==> src/rtl/pulse_width_meter_pkg.sv <==
// Shared definitions for pulse_width_meter and its sibling Counter block:
// FSM state encoding, default width limit and the counter-width helper.
package pulse_width_meter_pkg;

    // Default largest measurable width; Counter uses the same limit.
    localparam int DEFAULT_MAX_N       = 255;
    localparam int DEFAULT_SYNC_STAGES = 2;

    typedef enum logic [1:0] {
        IDLE    = 2'd0,
        ARM     = 2'd1,
        MEASURE = 2'd2,
        DONE    = 2'd3
    } state_t;

    // Bits needed to hold values 0..max_n inclusive.
    function automatic int ctr_size(input int max_n);
        return (max_n < 1) ? 1 : $clog2(max_n + 1);
    endfunction

endpackage

==> src/rtl/pulse_width_meter_if.sv <==
// Control/result bundle of pulse_width_meter.
//
// Handshake: start is a one-cycle request with no ready; the meter only
// accepts it in IDLE or DONE and ignores it elsewhere (busy tells the
// requester when it would be ignored). done_sig is a one-cycle valid with
// no back-pressure; meas_val and overflow are valid in that cycle and then
// hold until the next accepted start.
interface pulse_width_meter_if #(
    parameter int MAX_N = pulse_width_meter_pkg::DEFAULT_MAX_N
);
    localparam int CTR_SIZE = pulse_width_meter_pkg::ctr_size(MAX_N);

    logic                start;
    logic                sig_in;
    logic [CTR_SIZE-1:0] meas_val;
    logic                done_sig;
    logic                busy;
    logic                overflow;

    // Requester side: arms the meter and supplies the line to measure.
    modport master (
        output start,
        output sig_in,
        input  meas_val,
        input  done_sig,
        input  busy,
        input  overflow
    );

    // Meter side.
    modport slave (
        input  start,
        input  sig_in,
        output meas_val,
        output done_sig,
        output busy,
        output overflow
    );

endinterface

==> src/rtl/pulse_width_meter_edge_sync.sv <==
// edge_sync: SYNC_STAGES-deep synchronizer for an asynchronous line plus one
// history flop for edge detection. Legal SYNC_STAGES range is 2..4.
// Reusable by the other bus-sniffing blocks.
module edge_sync #(
    parameter int SYNC_STAGES = 2
) (
    input  logic clk,
    input  logic rst,
    input  logic d,
    output logic s_q,
    output logic rise,
    output logic fall
);

    logic [SYNC_STAGES-1:0] sync_ff;
    logic                   s_prev;

    // Shift the raw line through the synchronizer and keep one cycle of history.
    always_ff @(posedge clk or negedge rst) begin
        if (!rst) begin
            sync_ff <= '0;
            s_prev  <= 1'b0;
        end else begin
            sync_ff <= {sync_ff[SYNC_STAGES-2:0], d};
            s_prev  <= sync_ff[SYNC_STAGES-1];
        end
    end

    assign s_q  = sync_ff[SYNC_STAGES-1];
    assign rise = s_q & ~s_prev;
    assign fall = ~s_q & s_prev;

endmodule

==> src/rtl/pulse_width_meter.sv <==
// pulse_width_meter: arms on start, waits for a rising edge on the
// asynchronous sig_in, counts sys_clk cycles while it stays high and
// reports the width with a one-cycle done_sig. Widths of MAX_N or more
// saturate at MAX_N with overflow set.
// Optional feature macro: PULSE_WIDTH_METER_TIMEOUT_EN -- ARM gives up after
// MAX_N cycles without a rise and reports meas_val=0 with overflow=1.
module pulse_width_meter
    import pulse_width_meter_pkg::*;
#(
    parameter int MAX_N       = DEFAULT_MAX_N,
    parameter int SYNC_STAGES = DEFAULT_SYNC_STAGES
) (
    input  logic                      sys_clk,
    input  logic                      rst,
    pulse_width_meter_if.slave        bus,
    output state_t                    state_dbg
);

    localparam int CTR_SIZE = ctr_size(MAX_N);
    localparam logic [CTR_SIZE-1:0] MAX_VAL  = CTR_SIZE'(MAX_N);
    localparam logic [CTR_SIZE-1:0] LAST_VAL = CTR_SIZE'(MAX_N - 1);
    localparam logic [CTR_SIZE-1:0] ONE      = CTR_SIZE'(1);

    state_t              state;
    logic [CTR_SIZE-1:0] counter;
    logic [CTR_SIZE-1:0] meas_val;
    logic                done_sig;
    logic                busy;
    logic                overflow;

    logic s_q;
    logic rise;
    logic fall;

    edge_sync #(
        .SYNC_STAGES (SYNC_STAGES)
    ) u_edge_sync (
        .clk  (sys_clk),
        .rst  (rst),
        .d    (bus.sig_in),
        .s_q  (s_q),
        .rise (rise),
        .fall (fall)
    );

    // Measurement FSM with registered outputs. The saturation check fires
    // on the MAX_N-th high cycle (counter already at MAX_N-1 and the line
    // still high), so a pulse of exactly MAX_N cycles reports overflow.
    // In ARM the counter doubles as the timeout wait counter when enabled.
    always_ff @(posedge sys_clk or negedge rst) begin
        if (!rst) begin
            state    <= IDLE;
            counter  <= '0;
            meas_val <= '0;
            done_sig <= 1'b0;
            busy     <= 1'b0;
            overflow <= 1'b0;
        end else begin
            done_sig <= 1'b0;
            case (state)
                IDLE: begin
                    if (bus.start) begin
                        state    <= ARM;
                        counter  <= '0;
                        meas_val <= '0;
                        overflow <= 1'b0;
                        busy     <= 1'b1;
                    end
                end

                ARM: begin
                    if (rise) begin
                        if (MAX_N == 1) begin
                            state    <= DONE;
                            meas_val <= MAX_VAL;
                            overflow <= 1'b1;
                            done_sig <= 1'b1;
                            busy     <= 1'b0;
                        end else begin
                            state   <= MEASURE;
                            counter <= ONE;
                        end
                    end
`ifdef PULSE_WIDTH_METER_TIMEOUT_EN
                    else if (counter == LAST_VAL) begin
                        state    <= DONE;
                        meas_val <= '0;
                        overflow <= 1'b1;
                        done_sig <= 1'b1;
                        busy     <= 1'b0;
                    end else begin
                        counter <= counter + ONE;
                    end
`endif
                end

                MEASURE: begin
                    if (!s_q) begin
                        state    <= DONE;
                        meas_val <= counter;
                        done_sig <= 1'b1;
                        busy     <= 1'b0;
                    end else if (counter == LAST_VAL) begin
                        state    <= DONE;
                        counter  <= MAX_VAL;
                        meas_val <= MAX_VAL;
                        overflow <= 1'b1;
                        done_sig <= 1'b1;
                        busy     <= 1'b0;
                    end else begin
                        counter <= counter + ONE;
                    end
                end

                DONE: begin
                    if (bus.start) begin
                        state    <= ARM;
                        counter  <= '0;
                        meas_val <= '0;
                        overflow <= 1'b0;
                        busy     <= 1'b1;
                    end else begin
                        state <= IDLE;
                    end
                end

                default: begin
                    state <= IDLE;
                    busy  <= 1'b0;
                end
            endcase
        end
    end

    assign bus.meas_val = meas_val;
    assign bus.done_sig = done_sig;
    assign bus.busy     = busy;
    assign bus.overflow = overflow;
    assign state_dbg    = state;

    // Falling-edge strobe is not needed here; it exists for other users of edge_sync.
    logic unused_fall;
    assign unused_fall = fall;

endmodule

==> src/flat_wrapper.sv <==
// flat-port wrapper written by rule: the top's interface ports become plain ports
module pulse_width_meter_flat import pulse_width_meter_pkg::*;
#(
    parameter int MAX_N       = DEFAULT_MAX_N,
    parameter int SYNC_STAGES = DEFAULT_SYNC_STAGES
)
  (sys_clk, rst, state_dbg, bus_start, bus_sig_in, bus_meas_val, bus_done_sig, bus_busy, bus_overflow);
  pulse_width_meter_if #(.MAX_N(MAX_N)) bus_i ();
  input  logic sys_clk;
  input  logic rst;
  output state_t state_dbg;
  input wire logic [$bits(bus_i.start)-1:0] bus_start;
  input wire logic [$bits(bus_i.sig_in)-1:0] bus_sig_in;
  output wire logic [$bits(bus_i.meas_val)-1:0] bus_meas_val;
  output wire logic [$bits(bus_i.done_sig)-1:0] bus_done_sig;
  output wire logic [$bits(bus_i.busy)-1:0] bus_busy;
  output wire logic [$bits(bus_i.overflow)-1:0] bus_overflow;
  assign bus_i.start = bus_start;
  assign bus_i.sig_in = bus_sig_in;
  assign bus_meas_val = bus_i.meas_val;
  assign bus_done_sig = bus_i.done_sig;
  assign bus_busy = bus_i.busy;
  assign bus_overflow = bus_i.overflow;
  pulse_width_meter #(.MAX_N(MAX_N), .SYNC_STAGES(SYNC_STAGES)) u_core (.sys_clk(sys_clk), .rst(rst), .bus(bus_i), .state_dbg(state_dbg));
endmodule
==> config.mk <==
export PLATFORM = sky130hd
export DESIGN_NAME = pulse_width_meter_flat
export DESIGN_NICKNAME = d
export VERILOG_FILES = /design/src/rtl/pulse_width_meter_pkg.sv /design/src/rtl/pulse_width_meter_if.sv /design/src/rtl/pulse_width_meter_edge_sync.sv /design/src/rtl/pulse_width_meter.sv /design/src/flat_wrapper.sv
export SDC_FILE = /design/constraint.sdc
export NUM_CORES = 1
export LEC_CHECK = 0
export ABC_CLOCK_PERIOD_IN_PS = 3700
export CORE_UTILIZATION = 57
export DETAILED_ROUTE_END_ITERATION = 10
export PLACE_DENSITY_LB_ADDON = 0.12
export RECOVER_POWER = 25
export SYNTH_ARGS = -nofsm -noshare
export SYNTH_HDL_FRONTEND = slang
export SYNTH_HIERARCHICAL = 1
export SYNTH_SLANG_ARGS = --single-unit
==> constraint.sdc <==
create_clock -name sys_clk -period 3.7 [get_ports sys_clk]
set_clock_uncertainty 0.1 [all_clocks]
set_input_delay 0.37 -clock sys_clk [delete_from_list [all_inputs] [get_ports sys_clk]]
set_output_delay 0.37 -clock sys_clk [all_outputs]
set_load 0.01 [all_outputs]
==> out/metrics.cfg <==
[timing]
hold_viol_final = 0
fin_crit_ns = 2.160
slew_viol_final = 0
fmax_ghz = 0.4630
setup_viol = 0
fin_crit_sh = 0.5838
relSlewSlack = 0.2957
rsz0062_at_grt = no
setup-tns-final_ns = 0
tightest_slew_ns = 1.053

[place]
dpl-instance-area_sq_um = 1440
place.gp.congestion = 0.8323
dp.cells = 160
io_buffers = 16
dp_hpwl_mm = 1.851

[drt]
drtIter0Drc = 52
routedWlPerCell_um = 16.15
viasPerCell = 6.134
drcViolationCount = 0
drt_wl_total_mm = 2.649
vias = 1006
dr.pass1.iters = 4
ant_nets = 0

[clock_tree]
cts.clk_slew.worst_paths_ns = 0.12
clk_latency_ns = 0.31
numClockSinks = 24
numCtsBuffers = 3
ctsHoldBuffers = 0
clockBufferDepth = 2
htreeDepth = 1
cts_resized = 0
tritoncts = done
post-cts-setup-buffer-count = 0
cts-root-buf = clkbuf_4

[pwr]
switchingPower_mw = 0.4656
p_clk_frac = 0.118
p_int_mw = 0.6769
leakagePower_nw = 0.6347
p_per_area_nw_per_um2 = 773.8
ir_drop_v = 0.0004647
netSwitchingFraction = 0.4076
power_frac_seq = 0.367
combPwrFrac = 0.515

[final_layout]
finish.utilization = 0.7302
fillerInstances = 146
fin_area_sq_um = 1476
mostFrequentLayoutCells = dfrtp_1, clkdlybuf4s50_1, nor2_1, a21oi_1
multiInputGateArea_sq_um = 615.6
ff_latch_area_sq_um = 600.6
final_cells = 164
nNetsFinal = 150
layout-area-overhead-vs-synth_pct = 16.03
antenna_cells = 0
drive_gt1_frac = 0.1022
final_common_cell = dfrtp_1

[yosys]
netlist_instances = 121
synth_nets = 133
netlist_area_sq_um = 1272
ys.warnings.count = 6
avgSynthCellArea_sq_um = 10.52

[worst_setup_path]
arrival_ns = 2.31
cp-end-kind = flop
cp_max_fo = 15
cp-start-kind = flop
required_ns = 3.85
critical_path_class = reg2reg

[worst_hold_path]
hp-class = reg2reg

[die]
start_util = 0.6293
coreArea_sq_um = 2022
num_rows = 16
die_y_um = 49.25
dieArea_sq_um = 2426
ios = 17
dieWidth_um = 49.25

[grt]
grt_pass1_vias = 921
grt_pass1_wl_mm = 4.478
gr-total-overflow = 0
track_usage = 0.2443
antenna_found_initial = 0
grt_max_degree = 25

[flow_run]
max_cap_violations = 0

[status]
status = finished, final reports clean

-- critical path, cell delays in order (launching register included) --
cell      delay [ns]
dfrtp_1         0.46
inv_1           0.13
ha_1            0.45
nor2_2          0.10
nor3_4          0.50
o221ai_1        0.24
o21ai_1         0.12
-- worst paths after layout --
| path | slack, ns | from | depth (start not counted) | end |
|---|---|---|---|---|
| worst max register to register | 1.54 | u_core/state_dbg[0]$_DFFE_PN0P_ | 6 | u_core/counter[0]$_DFFE_PN0P_ |
| max in group asynchronous | 2.29 | rst | 1 | u_core/bus.meas_val[7]$_DFFE_PN0P_ |
| worst min-delay path | 0.27 | u_core/u_edge_sync/sync_ff[0]$_DFF_PN0_ | 0 | u_core/u_edge_sync/sync_ff[1]$_DFF_PN0_ |
| worst max-delay path | 1.54 | u_core/state_dbg[0]$_DFFE_PN0P_ | 6 | u_core/counter[0]$_DFFE_PN0P_ |
| min in group asynchronous | 0.58 | rst | 1 | u_core/bus.done_sig$_DFF_PN0_ |
| worst min register to register | 0.27 | u_core/u_edge_sync/sync_ff[0]$_DFF_PN0_ | 0 | u_core/u_edge_sync/sync_ff[1]$_DFF_PN0_ |
-- through the flow --
step | setup WS [ns] | power [mW] | hold WS, ns
final | 1.540 | 1.142 | 0.2659
after global routing | 1.409 | 1.221 | 0.2832
after CTS | 1.546 | 1.152 | 0.2703
after detailed placement | 1.610 | 1.003 | 0.2403
after global placement | 1.702 | 0.9815 | 0.2359
after floorplan | 1.907 | 0.8004 | -0.02559
-- registers in the layout, summed over array words and instances (netlist names) --
name                        count
u_core/bus.busy                 1
u_core/bus.done_sig             1
u_core/bus.meas_val             8
u_core/bus.overflow             1
u_core/counter                  8
u_core/state_dbg                2
u_core/u_edge_sync/s_prev       1
u_core/u_edge_sync/sync_ff      2
-- cell type report --
cell class	count	area share
Tap cell	27	0.02288
Sequential cell	24	0.4068
Timing Repair Buffer	16	0.1085
Multi-Input combinational cell	85	0.4169
Inverter	8	0.02034
Clock buffer	4	0.02458
-- power by group through the flow --
stage | clock network (mW) | logic, mW | registers, mW
after floorplan | 0 | 0.368 | 0.433
after global placement | 0 | 0.565 | 0.417
after detailed placement | 0 | 0.579 | 0.424
after CTS | 0.144 | 0.589 | 0.419
after global routing | 0.150 | 0.640 | 0.431
final | 0.135 | 0.588 | 0.419
-- metal layers --
metal	vias up	global-route usage	wire, um
li1	473	-	-
met2	48	0.3744	1228
met5	-	0	0
met3	6	0.04361	177
met1	479	0.3367	1192
met4	0	0.1078	51
Note: power is estimated with default switching activity, not from simulation.
